## src/rtl/forward_unit.sv

```systemverilog
// forward_unit: operand-forwarding selects and load-use stall detection for
// a five-stage-style pipeline. The block tracks every instruction it admits
// through shadow EX, MEM, WB and RET stages. It registers the EX operand mux
// selects one cycle ahead, so they are valid while the instruction sits in EX.
// Optional feature: define FWD_STALL_CNT_EN to add a saturating 16-bit
// load-use stall counter on port w_stall_cnt_16.
module forward_unit (
  input  logic       w_clk,
  input  logic       w_rst,
  input  logic       w_id_valid_1,
  input  logic [4:0] w_id_rs_5,
  input  logic [4:0] w_id_rt_5,
  input  logic [4:0] w_id_rd_5,
  input  logic       w_id_regwrite_1,
  input  logic       w_id_memread_1,
  output logic [1:0] w_fwd_a_2,
  output logic [1:0] w_fwd_b_2,
  output logic       w_stall_1
`ifdef FWD_STALL_CNT_EN
  ,
  output logic [15:0] w_stall_cnt_16
`endif
);

  // Shadow record of one in-flight instruction.
  typedef struct packed {
    logic       valid;
    logic [4:0] rd;
    logic       regwrite;
    logic       memread;
  } stage_t;

  // The select names the place the producer will occupy on the next edge,
  // which is when the consumer reaches EX.
  typedef enum logic [1:0] {
    SEL_RF  = 2'b00,
    SEL_MEM = 2'b01,
    SEL_WB  = 2'b10,
    SEL_RET = 2'b11
  } fwd_sel_e;

  localparam int EX  = 0;
  localparam int MEM = 1;
  localparam int WB  = 2;
  localparam int NUM_STAGES = 4;  // EX, MEM, WB, RET

  stage_t   pipe [NUM_STAGES];
  stage_t   id_entry;
  fwd_sel_e sel_a_next;
  fwd_sel_e sel_b_next;
  fwd_sel_e fwd_a;
  fwd_sel_e fwd_b;
  logic     stall;

  // A stage supplies register r only if it really writes a non-zero r.
  function automatic logic stage_hit(input stage_t s, input logic [4:0] r);
    return s.valid && s.regwrite && (s.rd != 5'd0) && (s.rd == r);
  endfunction

  // Youngest producer wins: EX, then MEM, then WB.
  function automatic fwd_sel_e pick_sel(input stage_t ex_s, input stage_t mem_s,
                                        input stage_t wb_s, input logic [4:0] r);
    if (stage_hit(ex_s, r))       return SEL_MEM;
    else if (stage_hit(mem_s, r)) return SEL_WB;
    else if (stage_hit(wb_s, r))  return SEL_RET;
    else                          return SEL_RF;
  endfunction

  // Decode-side view: stall detection, next selects and the EX entry record.
  always_comb begin
    // NOTE: every always_comb output gets a default first so no path can
    // leave it unassigned and infer a latch.
    stall      = 1'b0;
    sel_a_next = SEL_RF;
    sel_b_next = SEL_RF;
    id_entry   = '0;

    stall = w_id_valid_1 && pipe[EX].valid && pipe[EX].memread &&
            (pipe[EX].rd != 5'd0) &&
            ((pipe[EX].rd == w_id_rs_5) || (pipe[EX].rd == w_id_rt_5));

    if (w_id_valid_1 && !stall) begin
      sel_a_next = pick_sel(pipe[EX], pipe[MEM], pipe[WB], w_id_rs_5);
      sel_b_next = pick_sel(pipe[EX], pipe[MEM], pipe[WB], w_id_rt_5);
    end

    // A stalled instruction is replaced by a bubble; it re-enters next cycle.
    if (!stall) begin
      id_entry.valid    = w_id_valid_1;
      id_entry.rd       = w_id_rd_5;
      id_entry.regwrite = w_id_regwrite_1;
      id_entry.memread  = w_id_memread_1;
    end
  end

  // Shadow pipeline advance and registered select update.
  always_ff @(posedge w_clk) begin
    // NOTE: sequential state uses non-blocking assignments so every stage
    // shifts from its pre-edge neighbour regardless of statement order.
    if (w_rst) begin
      for (int i = 0; i < NUM_STAGES; i++) pipe[i] <= '0;
      fwd_a <= SEL_RF;
      fwd_b <= SEL_RF;
    end else begin
      pipe[EX] <= id_entry;
      for (int i = 1; i < NUM_STAGES; i++) pipe[i] <= pipe[i-1];
      fwd_a <= sel_a_next;
      fwd_b <= sel_b_next;
    end
  end

  assign w_fwd_a_2 = fwd_a;
  assign w_fwd_b_2 = fwd_b;
  assign w_stall_1 = stall;

`ifdef FWD_STALL_CNT_EN
  logic [15:0] stall_cnt;

  // Count load-use stall cycles, holding at all-ones instead of wrapping.
  always_ff @(posedge w_clk) begin
    if (w_rst)                              stall_cnt <= '0;
    else if (stall && (stall_cnt != 16'hFFFF)) stall_cnt <= stall_cnt + 16'd1;
  end

  assign w_stall_cnt_16 = stall_cnt;
`endif

endmodule

```

## config.mk

```make
export PLATFORM = sky130hd
export DESIGN_NAME = forward_unit
export DESIGN_NICKNAME = d
export VERILOG_FILES = /design/src/rtl/forward_unit.sv
export SDC_FILE = /design/constraint.sdc
export NUM_CORES = 1
export LEC_CHECK = 0
export CAP_MARGIN = 15
export CORE_MARGIN = 2
export CORE_UTILIZATION = 53
export CTS_CLUSTER_DIAMETER = 40
export DETAILED_ROUTE_END_ITERATION = 7
export GPL_TIMING_DRIVEN = 0
export PLACE_DENSITY = 0.93
export SETUP_SLACK_MARGIN = 0.3
export SYNTH_ARGS = -nofsm -noshare
export SYNTH_HDL_FRONTEND = slang
export SYNTH_SLANG_ARGS = --single-unit
```

## constraint.sdc

```tcl
create_clock -name w_clk -period 4 [get_ports w_clk]
set_clock_uncertainty 0.2 [all_clocks]
set_input_delay 1 -clock w_clk [delete_from_list [all_inputs] [get_ports w_clk]]
set_output_delay 1 -clock w_clk [all_outputs]
set_load 0.1 [all_outputs]
```

# == Yosys cells after proc, flatten, opt, wreduce, memory -nomap -nowiden ==
# Memory sizes are Yosys's and may differ from the RTL's.
# Index checks and enable logic that the tools add are counted.
# totals
register_bits,4
latch_bits,0
ramBits,32
mem_bits_ro,0
in_bits,20
out_inout_bits,5
memories,1
# mem_list
memory,words,width,read_ports,rd_ports_with_merged_regs,wr,line_no,source
pipe,4,8,3,0,4,47,stage_t pipe [NUM_STAGES];
# classes
addsub,0
multipliers,0
div,0
magnitude_cmp,0
eq_ne,6
n_shift,0
mux,14
bitwise_logic,5
reduce_logical,25
# ops
cell,count
$mux 8,5
$eq 5x5->1,6
$logic_and 1x1->1,17
$reduce_bool 5->1,3
$mux 2,4
$reduce_or 3->1,2
$mux 1,5
$or 1x1->1,4
$reduce_or 2->1,1
$logic_not 1->1,1
$logic_or 1x1->1,1
$not 1->1,1

# == Depth between registers and ports, before layout ==
# An unclocked memory read counts as a cell.
# logic_depth
ltp_word,9
mapped_depth,6
ltp_nobuf,5

# == Worst setup path after synthesis ==
# OpenSTA, ideal clock, no wires.
# synth_timing
path_kind,in2out
startpoint,input w_id_rt_5[3]
endpoint,output w_stall_1
t_arrival_ns,2.104
required_ns,2.800
slack_ns,0.696
stages,5
cell_sequence,xnor2_1 -> nand3_1 -> or3_1 -> a21oi_2 -> buf_6
# synth_between
elab_chain_len,3
# synth_rtl
item,line_no,source
from (decl),12,"input logic [4:0] w_id_rt_5,"
$eq 5x5->1,80,((pipe[EX].rd == w_id_rs_5) || (pipe[EX].rd == w_id_rt_5));
$logic_or 1x1->1,80,
$logic_and 1x1->1,79,(pipe[EX].rd != 5'd0) &&
to (decl),18,output logic w_stall_1
# No other way between the ends.

# == Worst setup path in the final report ==
# layout_timing
startpoint,input w_id_rs_5[4]
endpoint,output w_stall_1
# layout_between
elab_chain_len,3
# layout_rtl
item,line_no,source
from (decl),11,"input logic [4:0] w_id_rs_5,"
$eq 5x5->1,80,
$logic_or 1x1->1,80,
$logic_and 1x1->1,79,
# No other way between the ends.

==> metrics <==
status=finished, final reports clean; Mapped Cells=112; pwr dens=304.3 mW/mm2; area occupied by multi-input gates=695.7 um2; syn_area_per_cell=10.91 um2; top post-synthesis cells by area=dfxtp_1 43%, xnor2_1 11%, xor2_1 10%; clock-pin slew on the worst setup and hold paths=130 ps; I/O pins=25; YS warnings=0; drt first-iter violations=5; Antenna Violating Nets Remaining=0; final wirelength=2679 um; first-pass GRT wire length=4395 um; Fmax=277.3 MHz; mux contribution to synthesized area=0; Seq pwr share=0.585; NetSw=0.1139 mW; Setup-failing EPs final=0; Detailed Routing Iterations Pass 1=3; Via-to-Cell Ratio=5.412; worst hold path type=reg2reg; Root Buffer=clkbuf_4; leading area contributor after synthesis=dfxtp_1; unrepaired setup endpoints after global routing=false; Register Area=520.5 um2; number of core rows=17; share of cells above drive strength 1=0.1620; Worst-Margin Slew=962.0 ps; MaxCap Viol Count=0; final max-slew violation count=0; fin util=0.7133; non-filler instance count after layout=170; Die Ht=52.03 um; CP endpoint kind=output pin; # nets final=163; final period utilization=0.9017; initial antenna violation count=0; vias in the first global route=968; GRT Residual Overflow=0; most used routing layer=met2; Total GRT Usage=0.2290; simple-gate portion of the synthesized area=0.2692; Routability Congestion=0.9220; Period minus WS final=3607 ps; clock share of power=0.271; M3 GR Usage=0.04885; Adder-Cell Fraction of Synth Area=0; Seq/Total Area, Yosys=0.4258; critical path class=in2out; Max-Slew Margin vs Limit=0.3566; initial core utilization=0.5580; CP max FO=4; Layout fillers=163; pre-CTS WS=-1033 ps; Gate power share=0.144; Synthesized Nets=132; crit path DAT=2410 ps; final worst slack=393.3 ps; #FFs+latches synth=26; Die X=52.03 um; Post-Place Cells=164; wire length per cell=15.76 um; post-synthesis cell type count=25; hold_ws=293.8 ps; total power=0.4755 mW; Synth-to-Final Area Change=27.84%; main combinational cell family by area after synthesis=simple AND/OR/NAND/NOR gates; Max Buffers Root-to-Sink=2; GRT met2 Usage=0.4093; CORE AREA=0.002191 mm2; via count=920; H-tree levels=1; M1 GR Usage=0.2504; Setup crit start kind=input pin; die area=0.002707 mm2; xor/xnor cell area share of the yosys netlist=0.2149; CTS Hold Bufs=0; leak pwr=0.5797 nW; Synth Area in Compound Gates=0.07472; Post-Syn Area=0.001222 mm2; number of port buffers=24; clk_lat worst skew=310 ps; Yosys top cell area share=0.4258; worst path required time=2800 ps; Int Power=0.3616 mW; Hold Vio Cnt, Final=0; number of buffers created by CTS=3; CTS tree=yes; DRC errors left=0; switch share=0.2396; ant diodes=0; largest net degree at the start of global routing=15; number of clock sinks=26; peak supply drop=0.2308 mV
[critical path: stages]
cell           delay [ps]
dlygate4sd2_1         290
xnor2_1               160
nand3_1               130
or3_4                 350
a21oi_4               180
buf_8                 130
buf_12                160
[layout by cell type (no fill, tap or decap), types with 2 or more instances in the layout]
master	n
a21oi_1	2
buf_4	2
clkbuf_4	3
clkdlybuf4s50_1	13
dfxtp_1	26
dlygate4sd2_1	10
nand3_1	4
nand4_1	2
nor2b_1	15
nor3_1	3
nor3b_2	7
nor4_1	5
or3_1	2
or4_4	2
xnor2_1	16
xor2_1	14
[cells in the mapped netlist, drive strengths merged]
| master | number |
|---|---|
| nor4 | 5 |
| o311a | 1 |
| nand3 | 4 |
| or4 | 3 |
| xor2 | 14 |
| nor3b | 7 |
| o2111ai | 1 |
| or3 | 3 |
| o211ai | 2 |
| nor2 | 1 |
| xnor2 | 16 |
| a21oi | 3 |
| dfxtp | 26 |
| nor3 | 4 |
| a2111oi | 1 |
| nand4 | 2 |
| clkbuf | 1 |
| nand2b | 1 |
| nor2b | 15 |
| buf | 2 |
[per-stage QoR]
step | TNS [ps] | area (um2)
after floorplan | 0 | 1222
after global placement | -1007 | 1498
after detailed placement | -1033 | 1498
after CTS | 0 | 1550
after global routing | 0 | 1563
final | 0 | 1563
[metal layers]
metal	part of all wire	vias to the layer above
met3	0.054	9
met2	0.50	34
met5	0	-
li1	-	453
met4	0.026	0
met1	0.42	424
[power by group through the flow]
stage	clock network (mW)	logic [mW]	registers (mW)
after floorplan	0	0.0390	0.281
after global placement	0	0.0683	0.283
after detailed placement	0	0.0710	0.284
after CTS	0.131	0.0682	0.278
after global routing	0.146	0.0747	0.280
final	0.129	0.0685	0.278
[cell families (layout without fill, tap and decap cells)]
kind of cell / after synthesis / in the layout
xor+xnor: 30 / 30
simple gates: 45 / 45
compound gates: 8 / 8
flops: 26 / 26
buf+inv: 3 / 33
[timing repair]
action | in CTS | in global routing
setup buffers | 1 | 1
endpoints found under the hold margin | 0 | 0
pin swaps | 1 | 2
setup endpoints to repair | 1 | 1
gates resized for setup | 21 | 1
[worst paths after layout]
path / start / end / slack, ps / cells after the start
worst min register to register: pipe[0][15] / pipe[0][23] / 290 / 1
worst max register to register: pipe[0][6] / pipe[0][5] / 2020 / 7
worst max-delay path: w_id_rs_5[4] / w_stall_1 / 390 / 7
worst min-delay path: pipe[0][15] / pipe[0][23] / 290 / 1
[sequential cells by signal, indices dropped and copies added (netlist names)]
name,flops
w_fwd_b_2,2
w_fwd_a_2,2
pipe,22
[layout make-up]
cell class / instances / share of cell area
plain buffers: 3 / 0.01441
clock buffers: 4 / 0.02322
multi-input cells: 83 / 0.4452
flip-flops and latches: 26 / 0.3331
well taps: 28 / 0.02242
repair buffers: 26 / 0.1617
(Power assumes the default switching activity.)
